==> src/rtl/alu_multiciclo.sv <==
// alu_multiciclo: multi-cycle ALU with valid/ready handshakes on both sides.
//
// Parameter:
//   ANCHO       operand/result width in bits (power of two, 8..64)
// Ports:
//   CLK         clock, all state updates on the rising edge
//   RST         synchronous active-high reset
//   VALIDO_ENT  request valid        LISTO_ENT   block can accept a request
//   OPERADOR1/2 operands             SEL         operation code
//   VALIDO_SAL  result valid         LISTO_SAL   consumer accepts the result
//   RESULTADO   registered result    CERO/ACARREO/DESBORDE registered flags
//
// Build option:
//   ALU_MULT_EN  when defined, SEL=101 runs a radix-2 shift-add multiplier
//                (one bit per cycle). When undefined, SEL=101 returns 0 in
//                one cycle and the FSM has no MULT state.
module alu_multiciclo #(
  parameter int unsigned ANCHO = 32
) (
  input  logic             CLK,
  input  logic             RST,
  input  logic             VALIDO_ENT,
  output logic             LISTO_ENT,
  input  logic [ANCHO-1:0] OPERADOR1,
  input  logic [ANCHO-1:0] OPERADOR2,
  input  logic [2:0]       SEL,
  output logic             VALIDO_SAL,
  input  logic             LISTO_SAL,
  output logic [ANCHO-1:0] RESULTADO,
  output logic             CERO,
  output logic             ACARREO,
  output logic             DESBORDE
);

  localparam int unsigned LOG = $clog2(ANCHO);
  localparam int unsigned MSB = ANCHO - 1;

  localparam logic [1:0] LIBRE   = 2'd0;
`ifdef ALU_MULT_EN
  localparam logic [1:0] MULT    = 2'd1;
`endif
  localparam logic [1:0] ENTREGA = 2'd2;

  logic [1:0]       r_estado;
  logic [ANCHO-1:0] r_resultado;
  logic             r_cero;
  logic             r_acarreo;
  logic             r_desborde;

  logic             w_acepta;
  logic [ANCHO:0]   w_suma;
  logic [ANCHO-1:0] w_dif;
  logic [ANCHO-1:0] w_res;
  logic             w_acarreo;
  logic             w_desborde;

  // Ready while idle, or while holding a result that is being consumed this
  // edge, so single-cycle ops can stream one per clock.
  assign LISTO_ENT  = (r_estado == LIBRE) || ((r_estado == ENTREGA) && LISTO_SAL);
  assign w_acepta   = VALIDO_ENT && LISTO_ENT;
  assign VALIDO_SAL = (r_estado == ENTREGA);
  assign RESULTADO  = r_resultado;
  assign CERO       = r_cero;
  assign ACARREO    = r_acarreo;
  assign DESBORDE   = r_desborde;

  // Single-cycle datapath, evaluated on the live request inputs.
  always_comb begin
    w_suma     = {1'b0, OPERADOR1} + {1'b0, OPERADOR2};
    w_dif      = OPERADOR1 - OPERADOR2;
    w_res      = '0;
    w_acarreo  = 1'b0;
    w_desborde = 1'b0;
    case (SEL)
      3'b000: w_res = OPERADOR1 & OPERADOR2;
      3'b001: w_res = OPERADOR1 | OPERADOR2;
      3'b010: begin
        w_res      = w_suma[ANCHO-1:0];
        w_acarreo  = w_suma[ANCHO];
        // Same-sign operands giving a different-sign sum.
        w_desborde = (OPERADOR1[MSB] == OPERADOR2[MSB]) && (w_suma[MSB] != OPERADOR1[MSB]);
      end
      3'b110: begin
        w_res      = w_dif;
        w_acarreo  = (OPERADOR1 < OPERADOR2);
        // Opposite-sign operands with the difference taking the subtrahend's sign.
        w_desborde = (OPERADOR1[MSB] != OPERADOR2[MSB]) && (w_dif[MSB] != OPERADOR1[MSB]);
      end
      3'b111: w_res = {{(ANCHO-1){1'b0}}, (OPERADOR1 < OPERADOR2)};
      3'b100: w_res = ~(OPERADOR1 | OPERADOR2);
      3'b011: w_res = OPERADOR1 << OPERADOR2[LOG-1:0];
      default: w_res = '0;
    endcase
  end

`ifdef ALU_MULT_EN
  // Accumulator holds {partial product, remaining multiplier bits}; each step
  // conditionally adds the multiplicand to the top half and shifts right.
  logic [2*ANCHO-1:0] r_acum;
  logic [ANCHO-1:0]   r_mcand;
  logic [LOG-1:0]     r_cuenta;
  logic [ANCHO:0]     w_parcial;
  logic [2*ANCHO-1:0] w_acum_sig;

  always_comb begin
    w_parcial  = {1'b0, r_acum[2*ANCHO-1:ANCHO]} + (r_acum[0] ? {1'b0, r_mcand} : '0);
    w_acum_sig = {w_parcial, r_acum[ANCHO-1:1]};
  end
`endif

  always_ff @(posedge CLK) begin
    if (RST) begin
      r_estado    <= LIBRE;
      r_resultado <= '0;
      r_cero      <= 1'b0;
      r_acarreo   <= 1'b0;
      r_desborde  <= 1'b0;
`ifdef ALU_MULT_EN
      r_acum      <= '0;
      r_mcand     <= '0;
      r_cuenta    <= '0;
`endif
    end else if (w_acepta) begin
`ifdef ALU_MULT_EN
      if (SEL == 3'b101) begin
        r_estado <= MULT;
        r_acum   <= {{ANCHO{1'b0}}, OPERADOR2};
        r_mcand  <= OPERADOR1;
        r_cuenta <= '0;
      end else
`endif
      begin
        r_estado    <= ENTREGA;
        r_resultado <= w_res;
        r_cero      <= (w_res == '0);
        r_acarreo   <= w_acarreo;
        r_desborde  <= w_desborde;
      end
    end else if ((r_estado == ENTREGA) && LISTO_SAL) begin
      r_estado <= LIBRE;
    end
`ifdef ALU_MULT_EN
    else if (r_estado == MULT) begin
      r_acum   <= w_acum_sig;
      r_cuenta <= r_cuenta + 1'b1;
      if (r_cuenta == LOG'(ANCHO - 1)) begin
        r_estado    <= ENTREGA;
        r_resultado <= w_acum_sig[ANCHO-1:0];
        r_cero      <= (w_acum_sig[ANCHO-1:0] == '0);
        r_acarreo   <= |w_acum_sig[2*ANCHO-1:ANCHO];
        r_desborde  <= 1'b0;
      end
    end
`endif
  end

endmodule

==> config.mk <==
export PLATFORM = sky130hd
export DESIGN_NAME = alu_multiciclo
export DESIGN_NICKNAME = d
export VERILOG_FILES = /design/src/rtl/alu_multiciclo.sv
export SDC_FILE = /design/constraint.sdc
export NUM_CORES = 1
export LEC_CHECK = 0
export ABC_CLOCK_PERIOD_IN_PS = 5500
export CAP_MARGIN = 20
export CORE_MARGIN = 5
export CORE_UTILIZATION = 38
export DETAILED_ROUTE_END_ITERATION = 7
export DONT_BUFFER_PORTS = 1
export PLACE_DENSITY = 0.6
export SLEW_MARGIN = 25
export SYNTH_ARGS = -nofsm -noshare
export SYNTH_HDL_FRONTEND = slang
export SYNTH_SLANG_ARGS = --single-unit
==> constraint.sdc <==
create_clock -name CLK -period 5.5 [get_ports CLK]
set_input_delay 1.1 -clock CLK [delete_from_list [all_inputs] [get_ports CLK]]
set_output_delay 1.1 -clock CLK [all_outputs]
set_load 0.05 [all_outputs]
== Word level (Yosys, flattened, before mapping) ==
Cells that the tools add are included.

* Register bits after elaboration: 36
* Output and inout bits: 37
* Input bits: 71
* Word-level logic and storage cells: 36

* Shift operators: 1
* Add/sub/neg operators: 2
* Reductions and logical operators: 9
* Magnitude comparators: 1
* Bitwise operators: 3
* Muxes and demuxes: 5
* Equality and inequality tests: 10

{| class="wikitable"
|+ Operators by type and width
! cell !! count
|-
| one-hot mux 32 bit (7 select lines) || 1
|-
| adder 32 x 32 -> 33 bit || 1
|-
| bitwise AND 32 bit || 1
|-
| zero test 32 bit || 1
|-
| less-than comparator 32 bit || 1
|-
| inverter 32 bit || 1
|-
| OR 32 bit || 1
|-
| left shift 32 x 5 -> 32 bit || 1
|-
| subtractor 32 bit || 1
|-
| equality test 3 bit, second input constant || 3
|-
| equality test 3 x 2 -> 1 bit, second input constant || 2
|-
| logical AND 1 bit || 4
|-
| 2-to-1 mux 2 bit || 2
|-
| one-hot mux 1 bit (2 select lines) || 2
|-
| equality test 3 x 1 -> 1 bit, second input constant || 1
|-
| zero test 3 bit || 1
|-
| != test 1 bit || 3
|-
| zero test 2 bit || 1
|-
| nonzero test 2 bit || 1
|-
| equality test 1 bit || 1
|-
| logical OR 1 bit || 1
|}

== Logic depth before layout (Yosys ltp) ==
* Word-level depth: 4
* Mapped depth: 18
* Depth with buffers taken out: 15

== Least setup slack after synthesis ==
Ideal clock, no wire load.

* Path type: input to register
* From: input OPERADOR2[2]
* To: register r_cero (netlist: CERO)
* Setup time: 60 ps
* Setup slack: 672 ps
* Data required time: 5440 ps
* Stages: 18
* Path buffers: 4
* Data arrival time: 4768 ps
* Path through: buf_2 > inv_1 > clkbuf_1 > clkbuf_1 > ha_1 > buf_6 > o21bai_4 > nand4_1 > a211oi_2 > a21oi_2 > o211ai_4 > a221oi_2 > a2111oi_2 > a2bb2oi_1 > nor4b_1 > nand4_1 > nor4_1 > a41o_1

* Longest elaborated chain between the ends: 4
* Elaborated cells between the ends (all ways): 9
* Classes of those cells: add/sub (2); order compare (1); shift (1); mux (1); bitwise (3); reduce/logical (1)

{| class="wikitable"
|+ RTL lines
! what !! line !! RTL
|-
| from (decl) || 25 || <nowiki>input logic [ANCHO-1:0] OPERADOR2,</nowiki>
|-
| parallel branches: the longest is 2 deep, another holds subtractor 32 bit || - ||
|-
| one-hot mux 32 bit (7 select lines) * || 74 || <nowiki>case (SEL)</nowiki>
|-
| zero test 32 bit * || 135 || <nowiki>r_cero <= (w_res == '0);</nowiki>
|-
| to (signal assigned) || 135 ||
|-
| to (decl) || 46 || <nowiki>logic r_cero;</nowiki>
|}

Every way passes the cells marked *.
A chain may end at the register's enable or synchronous reset.

== Final worst setup path ==
* From: input OPERADOR1[0]
* To: register r_cero (netlist: CERO)

* Longest elaborated chain between the ends: 4
* Elaborated cells between the ends (all ways): 9
* Classes of those cells: add/sub (2); order compare (1); shift (1); mux (1); bitwise (3); reduce/logical (1)

{| class="wikitable"
|+ RTL lines
! what !! line !! RTL
|-
| from (decl) || 24 || <nowiki>input logic [ANCHO-1:0] OPERADOR1,</nowiki>
|-
| parallel branches: the longest is 2 deep, another holds subtractor 32 bit || - ||
|-
| one-hot mux 32 bit (7 select lines) * || 74 ||
|-
| zero test 32 bit * || 135 ||
|}

Marked as above.

==> run_results.csv <==
group,metric,value,unit
critical_path,r2r_start,"r_estado[1]",
critical_path,start_kind,"input port",
cts,ctsResizeCount,0,
synthesis,synthesis.nets,1412,
drt,route.detailed.drc,0,
cts,cts_max_level,2,
critical_path,regToRegEndpoint,"CERO",
sta,max_freq,219,MHz
drt,routed_wl,35900,um
drt,first_pass_iters,8,
global_route,grt_start_max_net_pins,57,
critical_path,max_stage_delay,0.47,ns
layout,final_area,0.00901,mm^2
cts,clock_latency,0.28,ns
critical_path,startpoint,"OPERADOR1[0]",
die,die_y,162,um
critical_path,crit_cells,15,
sta,rsz0062_at_grt,"false",
global_route,grt_first_pass_wirelength,54200,um
synthesis,netlist_instances,1240,
synthesis,netlist_area,0.00883,mm^2
critical_path,crit_slowest_cell,"a211oi_2",
sta,skew,0.00225,ns
die,rows,55,
critical_path,critical_path_class,"input port to flop",
global_route,overflow,0,
layout,layout.nets,1336,
die,ios,108,
placed_design,routabilityCongestion,1.00,
sta,final_hold_viol_count,0,
die,die_area,0.0264,mm^2
placed_design,io_buffers,0,
worst_hold_path,min_path_type,"flop to flop",
cts,post_cts.repair.setup_buffers,0,
sta,slew_viol_final,0,
layout,final_util,39.6,%
sta,timing.setup.tns,0,ns
synthesis,syn_area_per_cell,7.12,um^2
synthesis,synth_edf_count,0,
pwr,peakVddDrop,0.000160,V
global_route,antenna_found_initial,1,
pwr,power.density,163,mW/mm^2
sta,tightest_slew,0.925,ns
critical_path,crit_buf_inv,1,
critical_path,r2r_slack,2.01,ns
layout,final_layout_size_suffix_gt1_share,8.59,%
cts,cts_buffers,5,
critical_path,crit_family,"compound AO/OA/AOI/OAI gates",
pwr,power.total,1.47,mW
critical_path,ff2ff_path_depth,12,
drt,via_count,9674,
cts,cts-root-buf,"clkbuf_16",
drt,viasPerCell,6.55,
placed_design,dpl.cell_count,1470,
layout,num_antenna_cells,0,
sta,period_needed,4.56,ns
pwr,power_leakage,3.65,nW
drt,wl_per_cell,24.3,um
run_status,status,"completed",
synthesis,ys_warn_count,0,
drt,drtAntennaViolNets,0,
synthesis,ys_seq_area_share,8.17,%
drt,wl_met1,15700,um
cts,clk_pin_slew,0.05,ns
drt,met2_length,14800,um
sta,relSlewSlack,37.8,%
drt,drtIter0Drc,1134,
cts,cts_buffer_depth,2,
drt,topRoutingLayerUsed,"met5",
global_route,first_global_vias,8745,
die,fp.dieW,162,um
placed_design,hpwl,28400,um
layout,final_common_cell,"nor2_1",
global_route,track_usage,26.0,%
critical_path,endpoint,"CERO",
critical_path,cp_max_fo,6,
layout,area_growth,2.08,%
die,core_area,0.0228,mm^2
die,start_util,38.7,%
synthesis,synth_seq_cells,36,
cts,postCtsHoldBufs,0,
layout,mostFrequentLayoutCells,"nor2_1, nand2_1, a21oi_1",
synthesis,synth-main-ff-cell,"dfxtp_1",
sta,setup_viol,0,
drt,dr_wl_met3,4430,um
critical_path,crit_chain,"inv_1 -> ha_1 -> fa_1 -> o21bai_4 -> nand4_1 -> a211oi_2 -> a21oi_2 -> o211ai_4 -> a221oi_2 -> a2111oi_2 -> a2bb2oi_1 -> nor4b_1 -> nand4_1 -> nor4_1 -> a41o_1",
critical_path,cp_common_cell,"nand4_1",
sta,finalCritPeriodShare,82.9,%
placed_design,place_area,0.00888,mm^2
synthesis,synthArstFlopShare,0,%
cts,clock-sinks,36,
critical_path,end_kind,"flop",
layout,instances_no_fill,1477,
job,cap_viol_max_count,0,
cts,tritoncts,"built",
synthesis,synth_cell_types,102,
critical_path,crit_required,5.73,ns
critical_path,crit_arrival,4.79,ns
## worst min-delay path: cells and delay by family (launching register included)
kind	cells	cell delay [ns]
DFF	1	0.47
AOI/OAI and AO/OA	1	0.06
and+or+nand+nor	1	0.12
## per-stage QoR
stage / hold WS [ns] / setup WS (ns)
after CTS: 0.697 / 0.930
after floorplan: 0.671 / 0.672
after global routing: 0.722 / 0.584
after global placement: 0.686 / 0.662
after detailed placement: 0.690 / 0.664
final: 0.695 / 0.938
## power breakdown
part	leakage, nW	switching (mW)	internal, mW
Combinational	3.29	0.520	0.304
Clock	0.0667	0.102	0.164
Sequential	0.298	0.0948	0.284
Total	3.65	0.716	0.753
## cell type report
| class | instances | area [um^2] |
|---|---|---|
| fill | 2447 | 13800 |
| multi-input combinational | 1005 | 7280 |
| sequential | 36 | 721 |
| inverter | 104 | 393 |
| tap | 313 | 392 |
| clock buffer | 6 | 129 |
| timing repair buffer | 12 | 90.1 |
| clock inverter | 1 | 5.00 |
## state kept, by name, summed over array words and instances, names as in the netlist
signal,flops
DESBORDE,1
CERO,1
r_estado,1
RESULTADO,32
ACARREO,1
## routing by layer
layer | track usage (%) | up-vias
li1 | - | 4450
met1 | 38.4 | 4598
met2 | 37.0 | 558
met3 | 7.29 | 66
met4 | 6.54 | 2
met5 | 0 | -
## worst min-delay path by stage
stage / start / end / slack [ns] / cells past startpoint
finish: RESULTADO[26] / RESULTADO[26] / 0.69 / 2
global placement: RESULTADO[27] / RESULTADO[27] / 0.69 / 2
CTS: RESULTADO[27] / RESULTADO[27] / 0.70 / 2
global route: RESULTADO[24] / RESULTADO[24] / 0.72 / 2
detailed placement: RESULTADO[27] / RESULTADO[27] / 0.69 / 2
floorplan: DESBORDE / DESBORDE / 0.67 / 2
## Yosys cell counts, types with 16 or more instances
| master | number | area share (%) |
|---|---|---|
| a211oi_1 | 33 | 2.8 |
| buf_2 | 25 | 1.4 |
| nand3_1 | 25 | 1.4 |
| o21ai_0 | 53 | 3.0 |
| o211ai_1 | 16 | 1.4 |
| nor3_1 | 27 | 1.5 |
| inv_1 | 97 | 4.1 |
| a21oi_1 | 115 | 6.5 |
| dfxtp_1 | 36 | 8.2 |
| clkbuf_1 | 53 | 2.3 |
| nand2_1 | 120 | 5.1 |
| nor2_1 | 137 | 5.8 |
| nand4_1 | 16 | 1.1 |
| ha_1 | 99 | 14 |
| mux4_2 | 23 | 5.9 |
| mux2i_1 | 30 | 3.4 |
| o221ai_1 | 25 | 2.5 |
## logic make-up after synthesis
group	synth area share [%]
compound gates	34.6
simple gates	20.8
buf+inv	9.36
fa+ha+maj	14.5
mux	11.4
flops	8.17
xor+xnor	1.19
(Power assumes the default switching activity.)
